$ cat src/rtl/j17_pkg.sv
// Shared opcode constants, instruction field positions and FSM encoding
// for the fetch/decode control unit.
package j17_pkg;

  typedef enum logic [2:0] {
    S_IDLE   = 3'd0,
    S_FETCH  = 3'd1,
    S_DECODE = 3'd2,
    S_EXEC   = 3'd3,
    S_SETTLE = 3'd4,
    S_HALT   = 3'd5
  } state_t;

  localparam int OPC_HI  = 31;
  localparam int OPC_LO  = 27;
  localparam int OP1_HI  = 26;
  localparam int OP1_LO  = 24;
  localparam int IMM_BIT = 23;
  localparam int FLG_BIT = 22;
  localparam int FL1_BIT = 21;
  localparam int OP2_HI  = 20;
  localparam int OP2_LO  = 0;

  localparam logic [4:0] OPC_ALU_MAX = 5'd11;
  localparam logic [4:0] OPC_MOV     = 5'd12;
  localparam logic [4:0] OPC_BR_LO   = 5'd13;
  localparam logic [4:0] OPC_BR_HI   = 5'd19;
  localparam logic [4:0] OPC_STORE   = 5'd20;
  localparam logic [4:0] OPC_LOAD    = 5'd21;
  localparam logic [4:0] OPC_NOP_LO  = 5'd22;
  localparam logic [4:0] OPC_NOP_HI  = 5'd30;
  localparam logic [4:0] OPC_HALT    = 5'd31;

  typedef struct packed {
    logic [4:0]  alucode;
    logic [2:0]  op1;
    logic [20:0] op2;
    logic        imm;
    logic        flag;
    logic        flag1;
    logic        regen;
    logic [1:0]  ramen;
    logic [2:0]  pcctl;
    logic [1:0]  wcode;
    logic        illegal;
  } ctrl_t;

  function automatic logic [4:0] f_opcode(input logic [31:0] ir);
    return ir[OPC_HI:OPC_LO];
  endfunction

endpackage

$ cat src/rtl/j17_decoder.sv
// Combinational opcode-to-control mapping; operand fields pass through
// untouched for every opcode.
module j17_decoder
  import j17_pkg::*;
(
  input  logic [31:0] i_ir,
  output ctrl_t       o_ctrl
);

  logic [4:0] w_opc;

  always_comb begin
    w_opc         = f_opcode(i_ir);
    o_ctrl        = '0;
    o_ctrl.op1    = i_ir[OP1_HI:OP1_LO];
    o_ctrl.op2    = i_ir[OP2_HI:OP2_LO];
    o_ctrl.imm    = i_ir[IMM_BIT];
    o_ctrl.flag   = i_ir[FLG_BIT];
    o_ctrl.flag1  = i_ir[FL1_BIT];
    unique case (1'b1)
      (w_opc <= OPC_ALU_MAX): begin
        o_ctrl.alucode = w_opc;
        o_ctrl.regen   = 1'b1;
      end
      (w_opc == OPC_MOV): begin
        o_ctrl.regen = 1'b1;
        o_ctrl.wcode = 2'd1;
      end
      (w_opc >= OPC_BR_LO && w_opc <= OPC_BR_HI): begin
        o_ctrl.pcctl = 3'(w_opc - OPC_MOV);
      end
      (w_opc == OPC_STORE): begin
        o_ctrl.ramen = 2'b01;
      end
      (w_opc == OPC_LOAD): begin
        o_ctrl.ramen = 2'b10;
        o_ctrl.regen = 1'b1;
      end
      (w_opc >= OPC_NOP_LO && w_opc <= OPC_NOP_HI): begin
        o_ctrl.illegal = 1'b1;
      end
      default: ;
    endcase
  end

endmodule

$ cat src/rtl/fetch_decode.sv
// Multi-cycle fetch/decode/execute sequencer driving datapath controls;
// one instruction per FETCH-DECODE-EXEC-SETTLE round.
module fetch_decode
  import j17_pkg::*;
(
  input  logic        clock,
  input  logic        reset_n,
  input  logic        start,
  input  logic [31:0] PC,
  output logic [9:0]  instr_addr,
  output logic        instr_req,
  input  logic [31:0] instr_data,
  input  logic        instr_ack,
  output logic [4:0]  alucode,
  output logic [2:0]  op1,
  output logic [20:0] op2,
  output logic        imControl,
  output logic        flag,
  output logic        flag1,
  output logic        regenable,
  output logic [1:0]  ramenable,
  output logic [2:0]  pcControl,
  output logic [1:0]  writecode,
  output logic        dp_step,
  output logic        halted,
  output logic        illegal,
  output logic [31:0] retired
);

  state_t      r_state;
  logic [31:0] r_ir;
  logic [31:0] r_retired;
  ctrl_t       r_ctrl;
  logic        r_req;
  logic        r_step;
  logic        r_halt;
  ctrl_t       w_dec;
  logic        w_is_halt;

  j17_decoder u_dec (
    .i_ir   (r_ir),
    .o_ctrl (w_dec)
  );

  assign w_is_halt = (f_opcode(r_ir) == OPC_HALT);

  always_ff @(posedge clock) begin
    if (!reset_n) begin
      r_state   <= S_IDLE;
      r_ir      <= '0;
      r_ctrl    <= '0;
      r_retired <= '0;
      r_req     <= 1'b0;
      r_step    <= 1'b0;
      r_halt    <= 1'b0;
    end else begin
      unique case (r_state)
        S_IDLE: begin
          if (start) begin
            r_state <= S_FETCH;
            r_req   <= 1'b1;
          end
        end
        S_FETCH: begin
          if (instr_ack) begin
            r_ir    <= instr_data;
            r_req   <= 1'b0;
            r_state <= S_DECODE;
          end
        end
        S_DECODE: begin
          r_ctrl  <= w_dec;
          r_step  <= !w_is_halt;
          r_halt  <= w_is_halt;
          r_state <= w_is_halt ? S_HALT : S_EXEC;
        end
        S_EXEC: begin
          r_retired <= r_retired + 32'd1;
          r_step    <= 1'b0;
          r_state   <= S_SETTLE;
        end
        S_SETTLE: begin
          r_req   <= 1'b1;
          r_state <= S_FETCH;
        end
        S_HALT: r_state <= S_HALT;
        default: r_state <= S_IDLE;
      endcase
    end
  end

  // r_step is high exactly during EXEC, so it doubles as the write gate
  assign instr_req  = r_req;
  assign instr_addr = r_req ? PC[9:0] : 10'd0;
  assign dp_step    = r_step;
  assign halted     = r_halt;
  assign retired    = r_retired;
  assign regenable  = r_ctrl.regen & r_step;
  assign ramenable  = r_ctrl.ramen & {2{r_step}};
  assign alucode    = r_ctrl.alucode;
  assign op1        = r_ctrl.op1;
  assign op2        = r_ctrl.op2;
  assign imControl  = r_ctrl.imm;
  assign flag       = r_ctrl.flag;
  assign flag1      = r_ctrl.flag1;
  assign pcControl  = r_ctrl.pcctl;
  assign writecode  = r_ctrl.wcode;
  assign illegal    = r_ctrl.illegal;

endmodule
$ cat config.mk
export PLATFORM = sky130hd
export DESIGN_NAME = fetch_decode
export DESIGN_NICKNAME = d
export VERILOG_FILES = /design/src/rtl/j17_pkg.sv /design/src/rtl/j17_decoder.sv /design/src/rtl/fetch_decode.sv
export SDC_FILE = /design/constraint.sdc
export NUM_CORES = 1
export LEC_CHECK = 0
export ABC_AREA = 1
export BUFFER_PORTS_ARGS = -buffer_cell sky130_fd_sc_hd__buf_2
export CAP_MARGIN = 20
export CORE_ASPECT_RATIO = 0.5
export CORE_MARGIN = 2
export CORE_UTILIZATION = 35
export CTS_CLUSTER_SIZE = 28
export DETAILED_ROUTE_END_ITERATION = 16
export PLACE_DENSITY = 0.54
export REMOVE_ABC_BUFFERS = 1
export SLEW_MARGIN = 20
export SYNTH_ARGS = -nofsm -noshare
export SYNTH_HDL_FRONTEND = slang
export SYNTH_SLANG_ARGS = --single-unit
$ cat constraint.sdc
create_clock -name clock -period 1.57 [get_ports clock]
set_input_delay 0.0785 -clock clock [delete_from_list [all_inputs] [get_ports clock]]
set_output_delay 0.0785 -clock clock [all_outputs]
set_load 0.05 [all_outputs]
==> results.py <==
metrics = {
    "global_route": {
        "antenna_found_initial": 1,
        "overflow": 0,
        "grt_max_degree": 35,
        "grt_pass1_vias": 4097,
        "grt_pass1_wl_um": 19300,
        "track_usage": 0.160,
    },
    "clock_network": {
        "numCtsBuffers": 9,
        "clk_latency_ns": 0.34,
        "cts_tree": "done",
        "root_buffer": "clkbuf_16",
        "clockBufferDepth": 2,
        "htree_levels": 3,
        "clk_pin_slew_worst_paths_ns": 0.08,
        "clock-sinks": 110,
    },
    "cells_and_area": {
        "drive_gt1_frac": 0.233,
        "multi_input_area_sq_mm": 0.00211,
        "final_area_sq_mm": 0.00619,
        "syn_to_final_growth_pct": 25.5,
        "instances_no_fill": 1020,
        "final_util": 0.453,
        "seqCellArea_sq_mm": 0.00221,
        "nets": 892,
        "nFillCells": 1486,
        "num_antenna_cells": 0,
    },
    "floorplanning": {
        "io_pins": 154,
        "rows": 30,
        "initial_utilization": 0.361,
        "fp.dieH_um": 87.9,
        "dieWidth_um": 172,
        "core-area_sq_mm": 0.0137,
        "dieArea_sq_mm": 0.0151,
    },
    "route": {
        "top_layer_used": "met4",
        "via_per_inst": 4.48,
        "wire_per_inst_um": 11.8,
        "met1Wirelength_um": 5730,
        "wl_met2_um": 5750,
        "wirelength_um": 12000,
        "drt-pass1-iter-count": 4,
        "detail-route-antenna-nets": 0,
        "remaining_drc_errors": 0,
        "num_vias": 4565,
        "met3_length_um": 430,
        "drt_iter0_markers": 202,
    },
    "place": {
        "place_inst": 980,
        "gp_congestion": 0.761,
        "place_area_sq_mm": 0.00561,
        "port_buffers": 130,
        "dp_hpwl_um": 8500,
    },
    "setup_path": {
        "worstPathCellList": "nand2_1 > nor2_2 > nand2_1 > nor2_2 > nand4_1 > nand2_1 > nor2_1",
        "crit_top_cell": "nand2_1",
        "critPathMaxStageDelay_ns": 0.46,
        "required_ns": 1.82,
        "slowest_stage": "dfxtp_1",
        "cp.arrival_ns": 1.68,
        "critPathLaunchType": "register",
        "path_max_fanout": 7,
        "endpoint_kind": "register",
        "crit_type": "reg2reg",
    },
    "logic_synthesis": {
        "synth_edf_count": 0,
        "synth_area_per_cell_sq_um": 7.03,
        "netlist_top_cells_area": "dfxtp_1 (45%), nor2_1 (14%), nand2_1 (7.5%), o21ai_0 (7.1%), buf_4 (5.3%)",
        "yosysSeqAreaShare": 0.447,
        "synth_cell_types": 32,
        "yosys_warnings": 0,
        "synth_ff_type": "dfxtp_1",
        "ys_ff_latch": 110,
        "synth.most_common_cell": "nor2_1",
        "ys_async_sr_fraction": 0,
        "yosysTopAreaCell": "dfxtp_1",
        "synth_top_area_frac": 0.447,
        "synth_common_cells": "nor2_1 (180), dfxtp_1 (110), nand2_1 (99)",
        "syn-cell-area_sq_mm": 0.00493,
        "synthCells": 701,
    },
    "outcome": {
        "status": "finished clean",
    },
    "pwr": {
        "peakVddDrop_mv": 0.581,
        "total_power_mw": 6.60,
        "power_leakage_nw": 2.91,
        "p_per_area_mw_per_mm2": 1070,
    },
    "sta": {
        "rsz0062_at_grt": "yes",
        "min_period_ns": 1.44,
        "post-route-period-util": 0.915,
        "final-hold-violation-count": 0,
        "max_freq_mhz": 696,
        "clock_skew_ns": 0.0137,
        "finalSetupViolCount": 0,
        "slew_violations": 0,
    },
    "min_path": {
        "hp-class": "in2reg",
    },
    "flow_run": {
        "max_cap_violations": 0,
    },
}
[power breakdown]
| group | switching (mW) | internal, mW |
|---|---|---|
| registers | 0.121 | 2.98 |
| logic | 0.854 | 0.376 |
| clock network | 1.13 | 1.14 |
| total | 2.11 | 4.49 |
[layout by cell type, fill, tap and decap left out, types with 4 or more instances in the layout]
| cell type | synthesis | routed |
|---|---|---|
| nor2_1 | 180 | 177 |
| buf_2 | 7 | 130 |
| dfxtp_1 | 110 | 107 |
| nand2_1 | 99 | 99 |
| o21ai_0 | 70 | 70 |
| inv_1 | 61 | 60 |
| nand3_1 | 33 | 33 |
| a21oi_1 | 29 | 29 |
| dlygate4sd3_1 | 0 | 22 |
| buf_4 | 35 | 14 |
| nor2_2 | 7 | 10 |
| nand4_1 | 9 | 9 |
| clkbuf_16 | 0 | 9 |
| nor3_1 | 7 | 7 |
| o21ai_1 | 6 | 6 |
| nor2_4 | 4 | 5 |
| buf_12 | 0 | 5 |
| inv_2 | 3 | 4 |
[critical path, delay by kind of cell, from the launching register on]
family	cells	cell delay, ns
simple gates	7	0.87
flops	1	0.46
[final timing paths]
kind / start / to / slack, ns / cells after the start
hold reg to reg: alucode[4] / alucode[4] / 0.46 / 2
setup reg to reg: retired[8] / retired[22] / 0.13 / 7
hold / removal: instr_data[10] / r_ir[10] / 0.005 / 3
setup / recovery: retired[8] / retired[22] / 0.13 / 7
[metal layers]
| layer | global-route usage | up-vias |
|---|---|---|
| met5 | 0 | - |
| met2 | 0.282 | 77 |
| met1 | 0.203 | 2038 |
| met4 | 0.0390 | 0 |
| met3 | 0.0325 | 14 |
| li1 | - | 2436 |
[metrics by stage]
step	hold WS [ns]	setup WS, ns	setup TNS (ns)
final	0.00477	0.133	0
after global routing	0.00567	-0.00277	-0.00277
after CTS	0.00146	0.0507	0
after detailed placement	0.325	0.0601	0
after global placement	0.319	0.0826	0
after floorplan	0.199	-0.442	-19.12
[cell type report]
cell class / count / area share
clock inverters: 7 / 0.0117
flip-flops and latches: 110 / 0.357
multi-input cells: 466 / 0.342
well taps: 192 / 0.0388
inverters: 64 / 0.0388
repair buffers: 172 / 0.176
clock buffers: 9 / 0.0364
[state kept, by name, indices dropped and copies added, names as in the netlist]
name       cells
writecode      1
dp_step        1
illegal        1
pcControl      3
flag           1
r_state        3
instr_req      1
flag1          1
r_ctrl         3
r_ir          32
op2           21
alucode        5
op1            3
imControl      1
retired       32
halted         1
[kinds of logic (layout without fill, tap and decap cells)]
logic type | Yosys count | count (layout) | synth area share
flip-flops | 110 | 110 | 0.447
AO/OA/AOI/OAI | 113 | 113 | 0.118
adder cells (fa/ha/maj) | 1 | 1 | 0.00254
other | 1 | 1 | 0.000761
AND/OR/NAND/NOR | 348 | 349 | 0.299
buffers and inverters | 126 | 252 | 0.129
XOR/XNOR | 2 | 2 | 0.00356
[what timing repair did]
item | in CTS | in global routing
hold endpoints to repair | 22 | 0
gates resized for setup | 0 | 10
endpoints found under the setup margin | 0 | 20
hold buffers | 22 | 0
setup buffers | 0 | 1
Note: power is estimated with default switching activity, not from simulation.
